## src/rtl/imem_program_loader.sv

```systemverilog
// Boot-time loader: assembles a big-endian byte stream into 32-bit words, writes them to instruction memory,
// and holds the core in reset until the program is in. Optional trailing XOR checksum: define LOADER_CHECKSUM_EN.
module imem_program_loader #(
  parameter int unsigned ADDR_W    = 10,
  parameter int unsigned BASE_ADDR = 0,
  parameter int unsigned MAX_WORDS = 1024
) (
  input  logic              clk,
  input  logic              rst_loader_n,
  input  logic              start,
  input  logic [7:0]        byte_in,
  input  logic              byte_valid,
  output logic              byte_ready,
  output logic              im_we,
  output logic [ADDR_W-1:0] im_waddr,
  output logic [31:0]       im_wdata,
  output logic              cpu_rst,
  output logic              busy,
  output logic              done,
  output logic              error,
  output logic [15:0]       word_count
);

`ifdef LOADER_CHECKSUM_EN
  typedef enum logic [2:0] {
    S_IDLE, S_LEN_HI, S_LEN_LO, S_DATA, S_WRITE, S_DONE, S_ERR, S_CHK
  } state_t;
`else
  typedef enum logic [2:0] {
    S_IDLE, S_LEN_HI, S_LEN_LO, S_DATA, S_WRITE, S_DONE, S_ERR
  } state_t;
`endif

  state_t              state_q, state_d;
  logic [15:0]         len_q, len_d;
  logic [1:0]          byte_cnt_q, byte_cnt_d;
  logic [31:0]         word_q, word_d;
  logic [15:0]         word_count_q, word_count_d;
  logic [ADDR_W-1:0]   im_waddr_q, im_waddr_d;
  logic [31:0]         im_wdata_q, im_wdata_d;
  logic                byte_ready_q, byte_ready_d;
  logic                im_we_q, im_we_d;
  logic                cpu_rst_q, cpu_rst_d;
  logic                busy_q, busy_d;
  logic                done_q, done_d;
  logic                error_q, error_d;
  logic                accept;
  logic [15:0]         len_rx;
  logic [15:0]         count_inc;
`ifdef LOADER_CHECKSUM_EN
  logic [7:0]          chk_q, chk_d;
`endif

  assign accept    = byte_valid & byte_ready_q;
  assign len_rx    = {len_q[15:8], byte_in};
  assign count_inc = (word_count_q == 16'hFFFF) ? word_count_q : word_count_q + 16'd1;

  // Next-state and datapath; handshake/status outputs are derived from the next state below
  always_comb begin
    state_d      = state_q;
    len_d        = len_q;
    byte_cnt_d   = byte_cnt_q;
    word_d       = word_q;
    word_count_d = word_count_q;
    im_waddr_d   = im_waddr_q;
    im_wdata_d   = im_wdata_q;
`ifdef LOADER_CHECKSUM_EN
    chk_d        = chk_q;
`endif
    case (state_q)
      S_IDLE, S_DONE, S_ERR: begin
        if (start) begin
          state_d      = S_LEN_HI;
          len_d        = 16'd0;
          byte_cnt_d   = 2'd0;
          word_count_d = 16'd0;
`ifdef LOADER_CHECKSUM_EN
          chk_d        = 8'd0;
`endif
        end
      end
      S_LEN_HI: begin
        if (accept) begin
          len_d   = {byte_in, 8'h00};
          state_d = S_LEN_LO;
        end
      end
      S_LEN_LO: begin
        if (accept) begin
          len_d      = len_rx;
          byte_cnt_d = 2'd0;
          if (len_rx == 16'd0 || 32'(len_rx) > MAX_WORDS) state_d = S_ERR;
          else                                            state_d = S_DATA;
        end
      end
      S_DATA: begin
        if (accept) begin
          word_d     = {word_q[23:0], byte_in};
          byte_cnt_d = byte_cnt_q + 2'd1;
`ifdef LOADER_CHECKSUM_EN
          chk_d      = chk_q ^ byte_in;
`endif
          if (byte_cnt_q == 2'd3) begin
            state_d    = S_WRITE;
            im_waddr_d = ADDR_W'(BASE_ADDR + 32'(word_count_q));
            im_wdata_d = {word_q[23:0], byte_in};
          end
        end
      end
      S_WRITE: begin
        word_count_d = count_inc;
`ifdef LOADER_CHECKSUM_EN
        state_d = (count_inc == len_q) ? S_CHK : S_DATA;
`else
        state_d = (count_inc == len_q) ? S_DONE : S_DATA;
`endif
      end
`ifdef LOADER_CHECKSUM_EN
      S_CHK: begin
        if (accept) state_d = (byte_in == chk_q) ? S_DONE : S_ERR;
      end
`endif
      default: state_d = S_IDLE;
    endcase

    byte_ready_d = (state_d == S_LEN_HI) || (state_d == S_LEN_LO) || (state_d == S_DATA)
`ifdef LOADER_CHECKSUM_EN
                   || (state_d == S_CHK)
`endif
                   ;
    im_we_d   = (state_d == S_WRITE);
    done_d    = (state_d == S_DONE);
    error_d   = (state_d == S_ERR);
    cpu_rst_d = (state_d != S_DONE);
    busy_d    = (state_d != S_IDLE) && (state_d != S_DONE) && (state_d != S_ERR);
  end

  always_ff @(posedge clk or negedge rst_loader_n) begin
    if (!rst_loader_n) begin
      state_q      <= S_IDLE;
      len_q        <= 16'd0;
      byte_cnt_q   <= 2'd0;
      word_q       <= 32'd0;
      word_count_q <= 16'd0;
      im_waddr_q   <= '0;
      im_wdata_q   <= 32'd0;
      byte_ready_q <= 1'b0;
      im_we_q      <= 1'b0;
      cpu_rst_q    <= 1'b1;
      busy_q       <= 1'b0;
      done_q       <= 1'b0;
      error_q      <= 1'b0;
`ifdef LOADER_CHECKSUM_EN
      chk_q        <= 8'd0;
`endif
    end else begin
      state_q      <= state_d;
      len_q        <= len_d;
      byte_cnt_q   <= byte_cnt_d;
      word_q       <= word_d;
      word_count_q <= word_count_d;
      im_waddr_q   <= im_waddr_d;
      im_wdata_q   <= im_wdata_d;
      byte_ready_q <= byte_ready_d;
      im_we_q      <= im_we_d;
      cpu_rst_q    <= cpu_rst_d;
      busy_q       <= busy_d;
      done_q       <= done_d;
      error_q      <= error_d;
`ifdef LOADER_CHECKSUM_EN
      chk_q        <= chk_d;
`endif
    end
  end

  assign byte_ready = byte_ready_q;
  assign im_we      = im_we_q;
  assign im_waddr   = im_waddr_q;
  assign im_wdata   = im_wdata_q;
  assign cpu_rst    = cpu_rst_q;
  assign busy       = busy_q;
  assign done       = done_q;
  assign error      = error_q;
  assign word_count = word_count_q;

endmodule

```

## config.mk

```make
export PLATFORM = sky130hd
export DESIGN_NAME = imem_program_loader
export DESIGN_NICKNAME = d
export VERILOG_FILES = /design/src/rtl/imem_program_loader.sv
export SDC_FILE = /design/constraint.sdc
export NUM_CORES = 1
export LEC_CHECK = 0
export ABC_AREA = 1
export CELL_PAD_IN_SITES_DETAIL_PLACEMENT = 0
export CELL_PAD_IN_SITES_GLOBAL_PLACEMENT = 1
export CORE_UTILIZATION = 36
export CTS_CLUSTER_SIZE = 40
export DETAILED_ROUTE_END_ITERATION = 12
export HOLD_SLACK_MARGIN = 0.05
export PLACE_DENSITY_LB_ADDON = 0.1
export SYNTH_ARGS = -nofsm -noshare
export SYNTH_HDL_FRONTEND = slang
export SYNTH_SLANG_ARGS = --single-unit
```

## constraint.sdc

```tcl
create_clock -name clk -period 1.9 [get_ports clk]
set_input_delay 0.285 -clock clk [delete_from_list [all_inputs] [get_ports clk]]
set_output_delay 0.285 -clock clk [all_outputs]
set_load 0.05 [all_outputs]
```

After elaboration in Yosys (flattened, before gate mapping)
Cells that the tools add are included.

Input bits: 12. Bits in writable memories: 0. Output and inout bits: 64. Word-level logic and storage cells: 77. Memory bits (read-only): 0. Memories kept: 0. Bits in latches: 0. Bits in registers: 109.

Multipliers: 0. Magnitude comparators: 1. Mux-type cells: 18. Bitwise gates (word level): 2. Shift-type cells: 0. Reduce and logical (&&, ||, !) cells: 19. Eq/ne operators: 21. Add/sub/neg operators: 2. Divide/modulo/power cells: 0.

Operators by type and width (number): $mux W16 (3); $pmux W16 S3 (1); $pmux W16 S2 (1); $mux W3 (7); $eq A3 B3 Y1 const B (6); $add A16 B1 Y16 const B (1); $eq A16 B16 Y1 (1); $eq A16 B16 Y1 const B (1); $gt A16 B11 Y1 const B (1); $logic_not A16 Y1 (1); $pmux W3 S5 (1); $eq A3 B2 Y1 const B (4); $reduce_and A4 Y1 (3); $reduce_bool A3 Y1 (3); $mux W8 (1); $ne A2 B2 Y1 const B (4); $eq A3 B1 Y1 const B (2); $mux W2 (3); $ne A3 B3 Y1 const B (2); $pmux W2 S3 (1); $reduce_and A2 Y1 (2); $reduce_bool A2 Y1 (2); $logic_not A3 Y1 (1); $logic_or A1 B1 Y1 (3); 7 further kinds (8).

Depth between registers and ports, before layout
Word-level depth: 8. Mapped depth: 18. Gate-level depth less buffers: 17.

Worst setup path after synthesis
Ideal clock, no wire load.

Path kind: register to register. Start: reg word_count_q[0], in the netlist word_count[0]. End: reg busy_q, in the netlist busy. Buffers on the path: 1. Clock period less this slack: 2.413 ns. Library setup time: 0.116 ns. Path slack: -0.513 ns. Data arrival time: 2.297 ns. Required time: 1.784 ns. Cell stages (with the launch flop): 18. Path through: dfrtp_1 -> ha_1 -> nand2_2 -> nor2_4 -> nand2_2 -> inv_2 -> nand2_4 -> buf_6 -> nand3_1 -> nand2_1 -> nor2_1 -> nand2_1 -> nor2_2 -> nand3_1 -> nand2_2 -> nand3_1 -> nor2_1 -> nor2_1.

Longest elaborated chain between the ends: 8. Elaborated cells on any way between the ends: 11. Classes of those cells: 1 x add/sub; 4 x eq/ne; 3 x mux; 3 x reduce/logical.

Ends and longest elaborated chain: start: declaration (line 38) `logic [15:0] word_count_q, word_count_d;`; start signal: assignment (line 161) `word_count_q <= word_count_d;`; $add A16 B1 Y16 or $eq A16 B16 Y1 (tied branches) (line 56) `assign count_inc = (word_count_q == 16'hFFFF) ? word_count_q : word_count_q + 16'd1;`; $mux W16 * (line 56); $eq A16 B16 Y1 * (line 115) `state_d = (count_inc == len_q) ? S_DONE : S_DATA;`; $mux W3 * (line 115); $pmux W3 S5 * (line 70) `case (state_q)`; $ne A3 B3 Y1 or $reduce_bool A3 Y1 (tied branches) (line 135) `busy_d = (state_d != S_IDLE) && (state_d != S_DONE) && (state_d != S_ERR);`; $logic_and A1 B1 Y1 (line 135); $logic_and A1 B1 Y1 * (line 135); via busy_d (line 44) `logic busy_q, busy_d;`; end signal: assignment (line 167) `busy_q <= busy_d;`; end: declaration (line 44).

Mark *: on every way through the listed nets, which the timed path passes. The rest lies on a longest branch. A chain may end at the register's enable or synchronous reset.

Final worst setup path
Start: reg word_count_q[0], in the netlist word_count[0]. End: reg done_q, in the netlist done.

Longest elaborated chain between the ends: 6. Elaborated cells on any way between the ends: 7. Classes of those cells: 1 x add/sub; 3 x eq/ne; 3 x mux.

Ends and longest elaborated chain: $add A16 B1 Y16 or $eq A16 B16 Y1 (tied branches) (line 56); $mux W16 * (line 56); $eq A16 B16 Y1 * (line 115); $mux W3 * (line 115); $pmux W3 S5 * (line 70); $eq A3 B3 Y1 * (line 132) `done_d = (state_d == S_DONE);`; via done_d (line 45) `logic done_q, done_d;`; end signal: assignment (line 168) `done_q <= done_d;`; end: declaration (line 45).

Marks and branches as above.

==> run metrics <==
fin crit share 113%; Fin. Hold Viols 0; Sequential Area around 2700 µm²; Slew Limit Headroom a little under two thirds; Yosys top cell by area dfrtp_1; Worst Hold Class in -> async; crit path time final approximately 2.2 ns; Cells after Synth about 630; grt ovf 0; syn_area_per_cell slightly above 8 µm²; Setup WS post-layout -0.253 ns; IO Pins between 70 and 80; ys async rst share 100%; layout cells sized above 1 28.2%; Root Buffer clkbuf_16; IO buf count 75; synth warn 0; design area between 7000 and 8000 µm²; initial antenna violation count 0; first-pass GRT wire length about 24 mm; Vias/cell ~4.7; Starting DRT DRC Count 287; reg2reg start word_count[0]; Worst Path Class, Setup reg -> reg; post-synthesis sequential area ratio 53.6%; worst r2r dst done; routed via count approximately 4600; area share of the largest cell type after synthesis a little over half; core footprint 13800 µm²; Syn Nets 643; status finished, violations left; total track usage between 20% and 30%; dpl cells between 900 and 1000; RSZ-0062 raised after global routing yes; ys flop type dfrtp_1; initial core utilization a little under two fifths; Max Cap Violations 0; Worst Tran Pin Value approximately 0.54 ns; Die W 121 µm; Final nets 821; Num CTS Buffers 9; pin count of the biggest net entering global routing 50; DRC viols 0; Cell Area, Synth 5090 µm²; die area approximately 15000 µm²; commonest non-fill, non-tap cell in the layout nand2_1; crit start category flop; routed wire length per instance about 14 µm; Worst-path clk slew approximately 0.080 ns; fin. max-slew vios 0; CTS sink cnt approximately 110; failing checks negative setup slack; clock insertion delay at the later pin of the skew report approximately 0.35 ns; CP arrival roughly 2.5 ns; WP data required approximately 2.2 ns; number of fill cells ~1300; Total Routed Length roughly 14 mm; max frequency around 460 MHz; Final GP Congestion 0.849; power density over cell area approximately 1100 nW/µm²; Clock Path Buffers 2; Clock Skews about 0.0075 ns; Netlist cell types 32; FF+latch count, synth approximately 110; utilization after layout approximately 54%; H-tree lvl count 3; most frequent cells in the layout nand2_1, buf_4, o21ai_0; num rows 43; Pleak between 0.003 and 0.004 µW; Multi-input gate area around 2300 µm²; final setup fails 7; Layout Cells excl Fill 992; placed cell area around 6800 µm²; Reg2Reg Depth 18; antenna viol nets, final 0; Post-synth EDFFs 0; Crit. End Element flop; CTS tree done; Peak supply drop 0.775 mV; pre-CTS setup slack -0.391 ns; critical path fanouts, max 5; Die H 121 µm; Synth area leaders dfrtp_1, nand2_1, o21ai_0, inv_1, nand3_1; area grow syn2layout 47.0%; DRT Pass-1 Iters 4; ANT cells 0; flop-to-flop setup slack -0.25 ns; HPWL after DPL slightly above 10 mm; vias in the first global route 4773
-- cells by family after synthesis --
group | after synthesis | share of synthesized area [%]
DFF | 109 | 53.6
muxes | 1 | 0.197
AOI/OAI and AO/OA | 111 | 11.3
xor gates and xnor gates | 3 | 0.516
and+or+nand+nor | 295 | 25.5
buffers and inverters | 108 | 8.29
adders and majority gates | 2 | 0.492
-- cells in the mapped netlist (2+ instances only) --
| cell | n |
|---|---|
| buf_6 | 2 |
| nor2_2 | 3 |
| nand3_1 | 53 |
| o21ai_0 | 99 |
| nand2_1 | 181 |
| a21oi_1 | 2 |
| nand2_2 | 9 |
| xor2_1 | 2 |
| o22ai_1 | 4 |
| dfrtp_1 | 108 |
| nand4_2 | 2 |
| nor2_4 | 4 |
| a211oi_1 | 3 |
| inv_1 | 81 |
| inv_2 | 6 |
| nor2_1 | 27 |
| clkbuf_1 | 17 |
| nor3_1 | 4 |
| ha_1 | 2 |
| nand4_1 | 8 |
-- repair_timing --
| action | 4_1_cts | 5_1_grt |
|---|---|---|
| endpoints found under the hold margin | 36 | 0 |
| setup endpoints to repair | 7 | 8 |
| hold buffers | 1 | 0 |
| gates cloned | 3 | 0 |
| buffers inserted | 9 | 3 |
| pin swaps | 12 | 9 |
| gates resized for setup | 48 | 19 |
-- worst max-delay path by stage --
stage / from / endpoint / slack (ns)
floorplan: word_count[0] / busy / -0.24
global placement: word_count[0] / done / -0.38
detailed placement: word_count[0] / done / -0.39
CTS: word_count[1] / byte_ready / -0.19
global route: word_count[0] / busy / -0.39
finish: word_count[0] / done / -0.25
-- final cells by class --
class                   count  area share [%]
multi-input cells         415            30.1
flip-flops and latches    109            36.7
repair buffers            184            21.6
inverters                  88            4.68
well taps                 180            3.01
clock buffers              11            3.25
clock inverters             5           0.653
-- metrics by stage --
| stage | power (µW) | setup TNS, ns | hold WS (ns) |
|---|---|---|---|
| floorplan | 4920 | -1.14 | -0.0106 |
| global placement | 5950 | -2.13 | 0.304 |
| detailed placement | 6000 | -2.23 | 0.308 |
| CTS | 8040 | -1.04 | 0.479 |
| global route | 8610 | -2.41 | 0.504 |
| finish | 8050 | -1.44 | 0.455 |
-- routing by layer --
metal / share of wire [%] / vias up / GRT usage [%]
li1: - / 2371 / -
met5: 0 / - / 0
met2: 47 / 59 / 34.0
met4: 1.4 / 0 / 6.94
met1: 49 / 2190 / 30.7
met3: 2.0 / 13 / 2.35
-- power breakdown --
| group | total [µW] | leakage, µW | internal [µW] | switching, µW |
|---|---|---|---|---|
| registers | 3130 | 0.00144 | 2840 | 298 |
| clock network | 1880 | 0.000145 | 961 | 920 |
| logic | 3030 | 0.00200 | 1080 | 1950 |
-- flip-flops by register name (all words and copies together), names as in the netlist, 2 cells and up --
name / count
im_waddr: 10
state_q: 3
im_wdata: 32
word_count: 16
len_q: 16
word_q: 24
byte_cnt_q: 2
-- worst max-delay path, cell delays in order (launching register included) --
cell,delay (ns)
dfrtp_2,0.39
ha_4,0.17
nand2_4,0.05
nor2_4,0.13
nand2_4,0.11
clkinv_8,0.10
buf_12,0.11
nand2_8,0.07
buf_6,0.12
nand2_2,0.06
nand2_1,0.05
nand2_1,0.07
nand2_2,0.07
nor2_4,0.15
nand3_2,0.11
nand2_4,0.09
buf_6,0.10
nand4_4,0.08
inv_2,0.06
No activity file was read; power rests on OpenSTA's default activity.
